===== config.mk =====
export PLATFORM = sky130hd
export DESIGN_NAME = vga_timing_gen_flat
export DESIGN_NICKNAME = d
export VERILOG_FILES = /design/src/rtl/vga_timing_gen_if.sv /design/src/rtl/vga_timing_gen.sv /design/src/flat_wrapper.sv
export SDC_FILE = /design/constraint.sdc
export NUM_CORES = 1
export LEC_CHECK = 0
export BUFFER_PORTS_ARGS = -buffer_cell sky130_fd_sc_hd__buf_2
export CAP_MARGIN = 20
export CORE_ASPECT_RATIO = 1.75
export CORE_MARGIN = 8
export CORE_UTILIZATION = 35
export DETAILED_ROUTE_END_ITERATION = 8
export PLACE_DENSITY = 0.62
export SLEW_MARGIN = 20
export SYNTH_ARGS = -nofsm -noshare
export SYNTH_HDL_FRONTEND = slang
export SYNTH_SLANG_ARGS = --single-unit

===== constraint.sdc =====
create_clock -name clk -period 2.6 [get_ports clk]
set_input_delay 0.39 -clock clk [delete_from_list [all_inputs] [get_ports clk]]
set_output_delay 0.39 -clock clk [all_outputs]
set_load 0.01 [all_outputs]

===== src/rtl/vga_timing_gen_if.sv =====
// Raster/pixel bus between the VGA timing generator and the pixel-colour logic.
// The master side owns the counters and pins; the slave side returns colour.
interface vga_timing_gen_if;
    logic [3:0]  r_in;
    logic [3:0]  g_in;
    logic [3:0]  b_in;
    logic [10:0] draw_x;
    logic [10:0] draw_y;
    logic        active;
    logic        frame_tick;
    logic        hsync;
    logic        vsync;
    logic [3:0]  vga_r;
    logic [3:0]  vga_g;
    logic [3:0]  vga_b;

    modport master (
        input  r_in, g_in, b_in,
        output draw_x, draw_y, active, frame_tick,
        output hsync, vsync, vga_r, vga_g, vga_b
    );

    modport slave (
        output r_in, g_in, b_in,
        input  draw_x, draw_y, active, frame_tick,
        input  hsync, vsync, vga_r, vga_g, vga_b
    );
endinterface


===== src/rtl/vga_timing_gen.sv =====
// Raster counters, sync generation and colour blanking for a VGA output; sync and
// blanking are delayed to match the pixel logic's read latency so pins stay aligned.
module vga_timing_gen #(
    parameter int unsigned H_ACTIVE = 1280,
    parameter int unsigned H_FP     = 64,
    parameter int unsigned H_SYNC   = 136,
    parameter int unsigned H_BP     = 200,
    parameter int unsigned V_ACTIVE = 800,
    parameter int unsigned V_FP     = 1,
    parameter int unsigned V_SYNC   = 3,
    parameter int unsigned V_BP     = 24,
    parameter bit          H_POL    = 1'b0,
    parameter bit          V_POL    = 1'b1,
    parameter int unsigned PIPE_DLY = 1
) (
    input logic              clk,
    input logic              rst,
    vga_timing_gen_if.master vga
);

    localparam int unsigned CW      = 11;
    localparam int unsigned H_TOTAL = H_ACTIVE + H_FP + H_SYNC + H_BP;
    localparam int unsigned V_TOTAL = V_ACTIVE + V_FP + V_SYNC + V_BP;

    localparam logic [CW-1:0] H_MAX     = CW'(H_TOTAL - 1);
    localparam logic [CW-1:0] V_MAX     = CW'(V_TOTAL - 1);
    localparam logic [CW-1:0] H_ACT_W   = CW'(H_ACTIVE);
    localparam logic [CW-1:0] V_ACT_W   = CW'(V_ACTIVE);
    localparam logic [CW-1:0] V_TICK_Y  = CW'(V_ACTIVE - 1);
    localparam logic [CW-1:0] HS_START  = CW'(H_ACTIVE + H_FP);
    localparam logic [CW-1:0] HS_END    = CW'(H_ACTIVE + H_FP + H_SYNC);
    localparam logic [CW-1:0] VS_START  = CW'(V_ACTIVE + V_FP);
    localparam logic [CW-1:0] VS_END    = CW'(V_ACTIVE + V_FP + V_SYNC);

    typedef struct packed {
        logic act;
        logic hs;
        logic vs;
    } ctl_t;

    localparam ctl_t CTL_IDLE = '{act: 1'b0, hs: ~H_POL, vs: ~V_POL};

    // Reject geometries the 11-bit counters or the delay line cannot represent.
    if (H_TOTAL > 2048 || V_TOTAL > 2048) begin : g_bad_total
        $error("vga_timing_gen: totals exceed 11-bit counter range");
    end
    if (PIPE_DLY > 4) begin : g_bad_dly
        $error("vga_timing_gen: PIPE_DLY must be 0..4");
    end

    logic [CW-1:0] r_x;
    logic [CW-1:0] r_y;
    logic          r_frame_tick;
    logic          r_hsync;
    logic          r_vsync;
    logic [3:0]    r_vga_r;
    logic [3:0]    r_vga_g;
    logic [3:0]    r_vga_b;

    logic          w_x_wrap;
    logic          w_y_wrap;
    logic          w_active;
    logic          w_hs_raw;
    logic          w_vs_raw;
    ctl_t          w_ctl_raw;
    ctl_t          w_ctl_d;

    assign w_x_wrap = (r_x == H_MAX);
    assign w_y_wrap = (r_y == V_MAX);

    // Raster counters: x every clock, y on each line wrap.
    always_ff @(posedge clk) begin
        if (rst) begin
            r_x <= '0;
            r_y <= '0;
        end else if (w_x_wrap) begin
            r_x <= '0;
            r_y <= w_y_wrap ? '0 : r_y + CW'(1);
        end else begin
            r_x <= r_x + CW'(1);
        end
    end

    // Undelayed raster decode; vs_raw only moves with r_y, so it is line-aligned.
    always_comb begin
        w_active  = (r_x < H_ACT_W) && (r_y < V_ACT_W);
        w_hs_raw  = ((r_x >= HS_START) && (r_x < HS_END)) ? H_POL : ~H_POL;
        w_vs_raw  = ((r_y >= VS_START) && (r_y < VS_END)) ? V_POL : ~V_POL;
        w_ctl_raw = '{act: w_active, hs: w_hs_raw, vs: w_vs_raw};
    end

    // Registered so the pulse is seen while the counters read (0, V_ACTIVE).
    always_ff @(posedge clk) begin
        if (rst) begin
            r_frame_tick <= 1'b0;
        end else begin
            r_frame_tick <= w_x_wrap && (r_y == V_TICK_Y);
        end
    end

    // Delay line matching the pixel logic's read latency.
    if (PIPE_DLY == 0) begin : g_nodly
        assign w_ctl_d = w_ctl_raw;
    end else begin : g_dly
        for (genvar s = 0; s < PIPE_DLY; s++) begin : g_stage
            ctl_t r_q;
            ctl_t w_prev;

            if (s == 0) begin : g_first
                assign w_prev = w_ctl_raw;
            end else begin : g_next
                assign w_prev = g_stage[s-1].r_q;
            end

            always_ff @(posedge clk) begin
                if (rst) begin
                    r_q <= CTL_IDLE;
                end else begin
                    r_q <= w_prev;
                end
            end
        end
        assign w_ctl_d = g_stage[PIPE_DLY-1].r_q;
    end

    // Pin register: colour is sampled together with its delayed blanking.
    always_ff @(posedge clk) begin
        if (rst) begin
            r_hsync <= ~H_POL;
            r_vsync <= ~V_POL;
            r_vga_r <= 4'h0;
            r_vga_g <= 4'h0;
            r_vga_b <= 4'h0;
        end else begin
            r_hsync <= w_ctl_d.hs;
            r_vsync <= w_ctl_d.vs;
            r_vga_r <= w_ctl_d.act ? vga.r_in : 4'h0;
            r_vga_g <= w_ctl_d.act ? vga.g_in : 4'h0;
            r_vga_b <= w_ctl_d.act ? vga.b_in : 4'h0;
        end
    end

    assign vga.draw_x     = r_x;
    assign vga.draw_y     = r_y;
    assign vga.active     = w_active;
    assign vga.frame_tick = r_frame_tick;
    assign vga.hsync      = r_hsync;
    assign vga.vsync      = r_vsync;
    assign vga.vga_r      = r_vga_r;
    assign vga.vga_g      = r_vga_g;
    assign vga.vga_b      = r_vga_b;

endmodule


===== src/flat_wrapper.sv =====
// flat-port wrapper written by rule: the top's interface ports become plain ports
module vga_timing_gen_flat 
#(
    parameter int unsigned H_ACTIVE = 1280,
    parameter int unsigned H_FP     = 64,
    parameter int unsigned H_SYNC   = 136,
    parameter int unsigned H_BP     = 200,
    parameter int unsigned V_ACTIVE = 800,
    parameter int unsigned V_FP     = 1,
    parameter int unsigned V_SYNC   = 3,
    parameter int unsigned V_BP     = 24,
    parameter bit          H_POL    = 1'b0,
    parameter bit          V_POL    = 1'b1,
    parameter int unsigned PIPE_DLY = 1
)
  (clk, rst, vga_r_in, vga_g_in, vga_b_in, vga_draw_x, vga_draw_y, vga_active, vga_frame_tick, vga_hsync, vga_vsync, vga_vga_r, vga_vga_g, vga_vga_b);
  vga_timing_gen_if vga_i ();
  input logic clk;
  input logic rst;
  input wire logic [$bits(vga_i.r_in)-1:0] vga_r_in;
  input wire logic [$bits(vga_i.g_in)-1:0] vga_g_in;
  input wire logic [$bits(vga_i.b_in)-1:0] vga_b_in;
  output wire logic [$bits(vga_i.draw_x)-1:0] vga_draw_x;
  output wire logic [$bits(vga_i.draw_y)-1:0] vga_draw_y;
  output wire logic [$bits(vga_i.active)-1:0] vga_active;
  output wire logic [$bits(vga_i.frame_tick)-1:0] vga_frame_tick;
  output wire logic [$bits(vga_i.hsync)-1:0] vga_hsync;
  output wire logic [$bits(vga_i.vsync)-1:0] vga_vsync;
  output wire logic [$bits(vga_i.vga_r)-1:0] vga_vga_r;
  output wire logic [$bits(vga_i.vga_g)-1:0] vga_vga_g;
  output wire logic [$bits(vga_i.vga_b)-1:0] vga_vga_b;
  assign vga_i.r_in = vga_r_in;
  assign vga_i.g_in = vga_g_in;
  assign vga_i.b_in = vga_b_in;
  assign vga_draw_x = vga_i.draw_x;
  assign vga_draw_y = vga_i.draw_y;
  assign vga_active = vga_i.active;
  assign vga_frame_tick = vga_i.frame_tick;
  assign vga_hsync = vga_i.hsync;
  assign vga_vsync = vga_i.vsync;
  assign vga_vga_r = vga_i.vga_r;
  assign vga_vga_g = vga_i.vga_g;
  assign vga_vga_b = vga_i.vga_b;
  vga_timing_gen #(.H_ACTIVE(H_ACTIVE), .H_FP(H_FP), .H_SYNC(H_SYNC), .H_BP(H_BP), .V_ACTIVE(V_ACTIVE), .V_FP(V_FP), .V_SYNC(V_SYNC), .V_BP(V_BP), .H_POL(H_POL), .V_POL(V_POL), .PIPE_DLY(PIPE_DLY)) u_core (.clk(clk), .rst(rst), .vga(vga_i));
endmodule

[After elaboration in Yosys (flattened, before gate mapping)]
Index checks and enable logic that the tools add are counted.
Cells by class
  div/mod/pow operators: 0
  $lt $le $gt $ge: 6
  reductions and logical operators: 6
  add/subtract/negate cells: 2
  equal/unequal tests: 3
  muxes and demuxes: 3
  shifts and indexed selects: 0
  multipliers: 0
  bitwise gates (word level): 1
Operator list (number)
  $add A11 B1 Y11 const B: 2
  $eq A11 B10 Y1 const B: 2
  $lt A11 B10 Y1 const B: 2
  $lt A11 B11 Y1 const B: 2
  $eq A11 B11 Y1 const B: 1
  $ge A11 B10 Y1 const B: 1
  $ge A11 B11 Y1 const B: 1
  $mux W11: 1
  $logic_and A1 B1 Y1: 4
  $reduce_or A2 Y1: 2
  $mux W1: 2
  $not A1 Y1: 1
Word-level totals
  memories kept: 0
  bits in latches: 0
  memory bits (writable): 0
  register bits: 40
  bits in read-only memories: 0
  output and inout bits: 38

[Logic depth before layout (Yosys ltp)]
Gate-level depths: netlist (run 1).
  depth in word-level cells: 3
  gate-level depth with buffers: 8
  mapped depth without buffers: 5

[Worst setup path before layout (run 1)]
Ideal clock, no wire load.
  kind: reg2reg
  start point: register u_core.r_x[4], in the netlist u_core.vga.draw_x[4]
  end point: register u_core.r_y[10], in the netlist u_core.vga.draw_y[10]
  setup slack: 0.315 ns
  stages on the path, launching flop included: 8
  data arrival time: 2.214 ns
  path buffers: 3
  required time: 2.529 ns
  cell sequence: dfxtp_1 > buf_6 > or4b_4 > buf_6 > or4_1 > buf_2 > or4_1 > a21oi_1
On the way
  word-level cells in the longest chain between the ends: 1
Ends and longest elaborated chain
  from (decl): RTL line vga_timing_gen.sv:51  | logic [CW-1:0] r_x;
  from (signal assigned): RTL line vga_timing_gen.sv:80  | r_x <= r_x + CW'(1);
  $eq A11 B11 Y1: RTL line vga_timing_gen.sv:68  | assign w_x_wrap = (r_x == H_MAX);
  to (signal assigned): RTL line vga_timing_gen.sv:78  | r_y <= w_y_wrap ? '0 : r_y + CW'(1);
  to (decl): RTL line vga_timing_gen.sv:52  | logic [CW-1:0] r_y;
Every way passes these cells.
A chain may end at the register's enable or synchronous reset.

[Worst setup path after layout (run 1)]
  start point: register u_core.r_x[6], in the netlist u_core.vga.draw_x[6]
  end point: register u_core.r_y[10], in the netlist u_core.vga.draw_y[10]
Same word-level chain as after synthesis.

==> results_dict.tcl, run 1 <==
set metrics [dict create \
    status "complete, no violations" \
    cts_resized 0 \
    wl_um 3967 \
    final_antenna_net_count 0 \
    core_um2 4583 \
    whs_ps 298.2 \
    drt_drc_violations_left 0 \
    cts.sinks 40 \
    min_from "vga_b_in[2]" \
    p_total_uw 1227 \
    path_class "reg2reg" \
    tightest_slew_ps 569.5 \
    synth_seq_area_share_pct 48.97 \
    cts_setup_buffers 0 \
    skew_ps 6.936 \
    min_period_over_period_pct 85.67 \
    clock_latency_ps 290 \
    start_util_pct 35.68 \
    grt_pass1_vias 1421 \
    finalHoldViolations 0 \
    yosys-top-cells-area "dfxtp_1 (49%), and2_1 (4.6%), xnor2_1 (4.3%)" \
    crit_start "u_core.vga.draw_x[6]" \
    maxCapViolCount 0 \
    crit_arrival_ps 2450 \
    fin_nets 244 \
    clockRootBuffer "clkbuf_8" \
    min_path_type "in2reg" \
    critPathRequiredTime_ps 2820 \
    port_buffers 51 \
    drt-pass1-iter-count 4 \
    end_kind "register" \
    postLayoutCoreUtil_pct 44.66 \
    io_pins 52 \
    antenna_found_initial 0 \
    worstPathMaxFanout 8 \
    synth_seq_cells 40 \
    die_h_um 106.4 \
    htree_levels 2 \
    synthCells 175 \
    num_vias 1389 \
    p_leak_uw 0.0008467 \
    synth_area_leader_cell "dfxtp_1" \
    finalSetupTns_ps 0 \
    hold_buffers 0 \
    layout-drive-gt1-share_pct 28.19 \
    grt_usage_pct 11.03 \
    dieArea_um2 7202 \
    gp_congestion 0.7912 \
    grt_max_degree 14 \
    synth_top_area_share_pct 48.97 \
    worst_slack_ps 372.6 \
    cts_buffers 5 \
    diodes 0 \
    irDropWorstVdd_mv 0.3616 \
    area_growth_pct 25.17 \
    syn-num-nets 193 \
    synth.distinct_cells 35 \
    avgSynthCellArea_um2 9.345 \
    maxSlewHeadroom_pct 61.95 \
    grt_pass1_wl_um 6306 \
    rsz0062_at_grt "false" \
    dp_slack_ps 393.1 \
    grt_overflow_total 0 \
    worstReg2RegStart "u_core.vga.draw_x[6]" \
    via_per_inst 4.978 \
    final_cell_mix "buf_2 (51), dfxtp_1 (40), nor2_1 (18), and2_1 (12), nor3_1 (9)" \
    syn_area_um2 1635 \
    period_needed_ps 2227 \
    cts_tree "done" \
    cp-start-kind "register" \
    mostFrequentLayoutCell "buf_2" \
    hpwlAfterDp_um 3091 \
    cts_buffer_depth 2 \
    drt_iter0_markers 38 \
    p_per_area_nw_per_um2 599.3 \
    yosysWarnings 0 \
    setup_viol 0 \
    fmax_mhz 449.0 \
    die_w_um 67.67 \
    path_clk_slew_ps 70 \
    drv_slew 0 \
    wl_per_cell_um 14.22 \
    rows 33 \
]
## cells in the mapped netlist (all sizes together)
cell type  number
xnor2           8
nor3            9
nand4           5
and4            2
buf             3
nor2           18
o21ai           2
nor4            7
nand2b          1
xor2            5
nand3           6
nand4b          1
o31ai           1
nand2           8
ha              4
dfxtp          40
o21bai          1
a21oi           6
or2             1
nor2b           3
and3            1
and2           12
nand3b          3
a2111oi         1
clkbuf          6
mux2i           2
or3             4
inv             7
or4             4
or4b            2
o21a            1
o41ai           1
## metrics by stage
stage / instances / instance area [um2]
final: 279 / 2047
after global routing: 279 / 2047
after CTS: 279 / 2047
after detailed placement: 271 / 1921
after global placement: 271 / 1921
after floorplan: 175 / 1635
## power by group
group / total (uW) / internal, uW / leakage (uW) / switching, uW
combinational: 50.2 / 23.8 / 0.000457 / 26.4
sequential: 630 / 624 / 0.000325 / 6.11
clock: 546 / 339 / 0.0000645 / 208
total: 1230 / 987 / 0.000847 / 240
## state kept, by name, indices dropped and copies added (netlist names)
| name | count |
|---|---|
| u_core.vga.vga_g | 4 |
| u_core.vga.vsync | 1 |
| u_core.vga.frame_tick | 1 |
| u_core.vga.draw_x | 11 |
| u_core.g_dly.g_stage.r_q | 3 |
| u_core.vga.hsync | 1 |
| u_core.vga.vga_b | 4 |
| u_core.vga.draw_y | 11 |
| u_core.vga.vga_r | 4 |
## final cells by class
| class | instances | area [um2] |
|---|---|---|
| Clock buffer | 7 | 96.34 |
| Clock inverter | 1 | 30.03 |
| Fill cell | 474 | 2536 |
| Inverter | 7 | 26.28 |
| Multi-Input combinational cell | 119 | 758.2 |
| Sequential cell | 40 | 800.8 |
| Tap cell | 52 | 65.06 |
| Timing Repair Buffer | 53 | 270.3 |
## routing by layer
| layer | vias to the layer above | track usage, % | wire, um |
|---|---|---|---|
| met5 | - | 0 | 0 |
| met4 | 0 | 4.812 | 95 |
| met3 | 9 | 4.211 | 446 |
| met2 | 59 | 19.13 | 1910 |
| met1 | 618 | 11.11 | 1514 |
| li1 | 703 | - | - |
## critical path, cell delays in order (launching register included)
cell and delay (ps):
dfxtp_1 380, or4b_4 610, or4_1 540, or4_1 500, a21oi_1 140
## worst paths after layout
check / endpoint / slack, ps / cells after the start
worst max-delay path: u_core.vga.draw_y[10] / 370 / 4
worst min-delay path: u_core.vga.vga_b[2] / 300 / 2
worst max register to register: u_core.vga.draw_y[10] / 370 / 4
worst min register to register: u_core.vga.hsync / 410 / 1
## logic make-up after synthesis
family	Yosys count	share of synthesized area, %
AO/OA/AOI/OAI	13	4.898
XOR/XNOR	13	6.963
adder cells (fa/ha/maj)	4	3.061
buffers and inverters	16	4.667
flip-flops	40	48.97
multiplexers	2	1.224
AND/OR/NAND/NOR	87	30.22
Power figures use the tool's default switching activity.
==> inputs of run 2 (changes only) <==
--- a/config.mk
+++ b/config.mk
@@ -12,6 +12,7 @@
 export CORE_UTILIZATION = 35
 export DETAILED_ROUTE_END_ITERATION = 8
 export PLACE_DENSITY = 0.62
+export REMOVE_ABC_BUFFERS = 1
 export SLEW_MARGIN = 20
 export SYNTH_ARGS = -nofsm -noshare
 export SYNTH_HDL_FRONTEND = slang
==> constraint.sdc (replaced) <==
create_clock -name clk -period 2.6 [get_ports clk]
set_input_delay 0 -clock clk [delete_from_list [all_inputs] [get_ports clk]]
set_output_delay 0 -clock clk [all_outputs]
set_load 0.01 [all_outputs]
==> run 2 against run 1 <==
Compared with the run above: worst hold slack got worse by 260 ps; global-route usage is 1.0 points higher; non-clock buffer count rose by 12; largest cell class unchanged; critical path depth stayed put; wire length grew 5.6%; first-iteration DRC count shrank 21%; critical endpoint unchanged.
==> results_dict.tcl, run 2 (same netlist as run 1, synthesis figures left out) <==
set metrics [dict create \
    mostFrequentLayoutCell "buf_2" \
    drt_drc_violations_left 0 \
    wl_per_cell_um 14.39 \
    io_pins 52 \
    crit_arrival_ps 2470 \
    grt_max_degree 14 \
    area_growth_pct 31.60 \
    hold_buffers 12 \
    cts_buffer_depth 2 \
    maxSlewHeadroom_pct 63.12 \
    path_clk_slew_ps 80 \
    clockRootBuffer "clkbuf_8" \
    grt_pass1_vias 1469 \
    grt_usage_pct 12.04 \
    end_kind "register" \
    die_w_um 67.67 \
    cts_tree "done" \
    fmax_mhz 445.0 \
    diodes 0 \
    htree_levels 2 \
    cts_buffers 5 \
    cts.sinks 40 \
    setup_viol 0 \
    p_per_area_nw_per_um2 556.3 \
    rsz0062_at_grt "false" \
    fin_nets 256 \
    antenna_found_initial 0 \
    maxCapViolCount 0 \
    period_needed_ps 2247 \
    die_h_um 106.4 \
    num_vias 1425 \
    min_path_type "in2reg" \
    hpwlAfterDp_um 3077 \
    dieArea_um2 7202 \
    cts_setup_buffers 0 \
    drv_slew 0 \
    dp_slack_ps 401.2 \
    wl_um 4188 \
    tightest_slew_ps 552.1 \
    status "complete, no violations" \
    port_buffers 51 \
    cp-start-kind "register" \
    cts_resized 0 \
    critPathRequiredTime_ps 2830 \
    irDropWorstVdd_mv 0.5376 \
    via_per_inst 4.897 \
    finalHoldViolations 0 \
    core_um2 4583 \
    drt-pass1-iter-count 4 \
    gp_congestion 0.8318 \
    finalSetupTns_ps 0 \
    grt_pass1_wl_um 6706 \
    skew_ps 4.628 \
    layout-drive-gt1-share_pct 26.78 \
    final_cell_mix "buf_2 (51), dfxtp_1 (40), nor2_1 (18), and2_1 (12), dlygate4sd3_1 (12)" \
    p_leak_uw 0.0008865 \
    clock_latency_ps 300 \
    min_period_over_period_pct 86.42 \
    grt_overflow_total 0 \
    path_class "reg2reg" \
    worstPathMaxFanout 8 \
    rows 33 \
    final_antenna_net_count 0 \
    worst_slack_ps 353.0 \
    drt_iter0_markers 30 \
    start_util_pct 35.68 \
]
-- run 2: cell count changes in the layout (fill, tap and decap cells not counted), sizes merged --
cell	previous run	this run
clkinv	0	1
clkinvlp	0	1
dlygate4sd3	0	12
clkbuf	7	5
-- run 2: layout make-up --
class,instances,area (um2)
inverters,7,26.28
multi-input cells,119,758.2
repair buffers,65,390.4
fillers,455,2431
well taps,52,65.06
clock buffers,5,68.82
flip-flops and latches,40,800.8
clock inverters,3,42.54
-- run 2: where the power goes --
part | total, uW | internal, uW | switching, uW
Sequential | 631 | 624 | 6.68
Combinational | 64.2 | 35.6 | 28.6
Clock | 502 | 284 | 218
Total | 1200 | 944 | 254
-- run 2: metal layers --
metal / routed length, um / GRT usage [%]
met2: 2154 / 22.33
met5: 0 / 0
met1: 1574 / 10.97
met4: 99 / 6.015
met3: 359 / 3.789
-- run 2: final timing paths --
check                                                    start               endpoint  slack (ps)  depth (start not counted)
worst max-delay path                      u_core.vga.draw_x[6]  u_core.vga.draw_y[10]         350                          4
worst min-delay path                                       rst   u_core.vga.draw_x[2]          40                          2
worst max register to register            u_core.vga.draw_x[6]  u_core.vga.draw_y[10]         350                          4
worst min register to register  u_core.g_dly.g_stage[0].r_q[1]       u_core.vga.hsync         410                          1
-- run 2: stage by stage --
stage | cell area, um2 | util, % | hold WS [ps] | power, uW | std cells
6_report | 2152 | 46.96 | 43.03 | 1197 | 291
3_3_place_gp | 1921 | 41.91 | 201.8 | 695.9 | 271
3_5_place_dp | 1921 | 41.91 | 203.1 | 696.1 | 271
5_1_grt | 2152 | 46.96 | 67.29 | 1246 | 291
4_1_cts | 2152 | 46.96 | 45.32 | 1215 | 291
2_1_floorplan | 1585 | - | 69.07 | 667.5 | 166
-- run 2: worst max-delay path, stage by stage, from the launching register on --
cell and delay (ps):
dfxtp_1 390, or4b_4 610, or4_1 530, or4_1 500, a21oi_1 140
==> inputs of run 3 (changes only) <==
--- a/config.mk
+++ b/config.mk
@@ -9,9 +9,9 @@
 export CAP_MARGIN = 20
 export CORE_ASPECT_RATIO = 1.75
 export CORE_MARGIN = 8
-export CORE_UTILIZATION = 35
+export CORE_UTILIZATION = 49
 export DETAILED_ROUTE_END_ITERATION = 8
-export PLACE_DENSITY = 0.62
+export PLACE_DENSITY = 0.81
 export REMOVE_ABC_BUFFERS = 1
 export SLEW_MARGIN = 20
 export SYNTH_ARGS = -nofsm -noshare
==> run 3 against run 2 <==
Compared with the run above: worst hold slack worse by 8.7 ps; utilization up 18 points; non-clock buffer count decreased by 1; clock-buffer cell count is 1 higher; wire length grew 4.0%; register-to-register slack worse by 20 ps; sequential power about the same; first-iteration DRC count increased by 70%; design area shrank 0.93%; critical path type unchanged; highest routed layer unchanged.
==> results_dict.tcl, run 3 (same netlist as run 1, synthesis figures left out) <==
set metrics [dict create \
    end_kind "register" \
    tightest_slew_ps 574.4 \
    drt_iter0_markers 51 \
    antenna_found_initial 0 \
    via_per_inst 5.230 \
    rows 28 \
    postLayoutCellArea_um2 2132 \
    die_h_um 92.43 \
    multi_input_area_um2 758.2 \
    skew_ps 6.310 \
    crit_arrival_ps 2500 \
    seq_area_um2 800.8 \
    mostFrequentLayoutCell "buf_2" \
    period_needed_ps 2269 \
    wl_per_cell_um 15.39 \
    cts_setup_buffers 0 \
    grt_overflow_total 0 \
    max_stage_delay_ps 610 \
    io_pins 52 \
    maxCapViolCount 0 \
    drv_slew 0 \
    setup_viol 0 \
    num_vias 1480 \
    finalSetupTns_ps 0 \
    path_class "reg2reg" \
    final_cell_mix "buf_2 (51), dfxtp_1 (40), nor2_1 (18), and2_1 (12), dlygate4sd3_1 (12)" \
    status "complete, no violations" \
    grt_max_degree 14 \
    clockRootBuffer "clkbuf_8" \
    whs_ps 34.28 \
    start_util_pct 49.66 \
    area_growth_pct 30.37 \
    layout-drive-gt1-share_pct 26.05 \
    clock_latency_ps 300 \
    cts_buffers 5 \
    drt_drc_violations_left 0 \
    diodes 0 \
    drt-pass1-iter-count 4 \
    p_leak_uw 0.0008827 \
    fin_nets 255 \
    grt_pass1_wl_um 7065 \
    htree_levels 2 \
    cts_buffer_depth 2 \
    cts_resized 0 \
    core_um2 3293 \
    p_per_area_nw_per_um2 558.1 \
    cp-start-kind "register" \
    min_period_over_period_pct 87.28 \
    rsz0062_at_grt "false" \
    gp_congestion 0.8582 \
    irDropWorstVdd_mv 0.5321 \
    die_w_um 59.67 \
    min_path_type "in2reg" \
    finalHoldViolations 0 \
    crit_chain "or4b_4 > or4_1 > or4_1 > a21oi_1" \
    placed_cell_area_um2 1904 \
    critPathMostFrequentCell "or4_1" \
    hpwlAfterDp_um 2966 \
    cts.sinks 40 \
    worst_slack_ps 330.8 \
    fillerInstances 310 \
    final_antenna_net_count 0 \
    path_clk_slew_ps 80 \
    maxSlewHeadroom_pct 61.63 \
    critPathRequiredTime_ps 2830 \
    worstPathMaxFanout 8 \
    port_buffers 51 \
    cts_tree "done" \
    grt_pass1_vias 1515 \
    dp_slack_ps 386.6 \
    cp_slowest_cell "or4b_4" \
    dieArea_um2 5515 \
    wl_um 4356 \
    fmax_mhz 440.7 \
    grt_usage_pct 16.84 \
]
## run 3: critical path, delay by kind of cell (launching register included)
family	cells	cell delay, ps
and+or+nand+nor	3	1670
AOI/OAI and AO/OA	1	150
DFF	1	390
## run 3: where the power goes
group | switching, uW | internal (uW)
sequential | 6.70 | 624
clock | 208 | 285
combinational | 30.8 | 34.8
## run 3: stage by stage
step / cells / utilization [%] / power (uW)
global placement: 263 / 57.83 / 693.3
detailed placement: 263 / 57.83 / 695.1
finish: 283 / 64.74 / 1190
floorplan: 166 / - / 667.5
CTS: 283 / 64.74 / 1202
global route: 283 / 64.74 / 1243
## run 3: worst paths after layout
kind	startpoint	to	cells past startpoint	slack, ps
worst max-delay path	u_core.vga.draw_x[6]	u_core.vga.draw_y[10]	4	330
worst min-delay path	rst	u_core.vga.draw_x[2]	2	30
worst max register to register	u_core.vga.draw_x[6]	u_core.vga.draw_y[10]	4	330
worst min register to register	u_core.g_dly.g_stage[0].r_q[1]	u_core.vga.hsync	1	410
## run 3: layout make-up
type	count	share of cell area [%]
Inverter	7	1.232
Clock inverter	2	1.643
Tap cell	45	2.641
Sequential cell	40	37.56
Multi-Input combinational cell	119	35.56
Timing Repair Buffer	64	17.96
Clock buffer	6	3.404
## run 3: metal layers
metal	track usage, %	part of all wire (%)	vias to the layer above
li1	-	-	724
met1	15.35	36	672
met2	29.59	51	66
met3	5.972	7.6	18
met4	11.22	5.2	0
met5	0	0	-
## run 3: what timing repair did
action,4_1_cts,5_1_grt
hold endpoints to repair,12,0
endpoints found under the setup margin,0,0
hold buffers,12,0
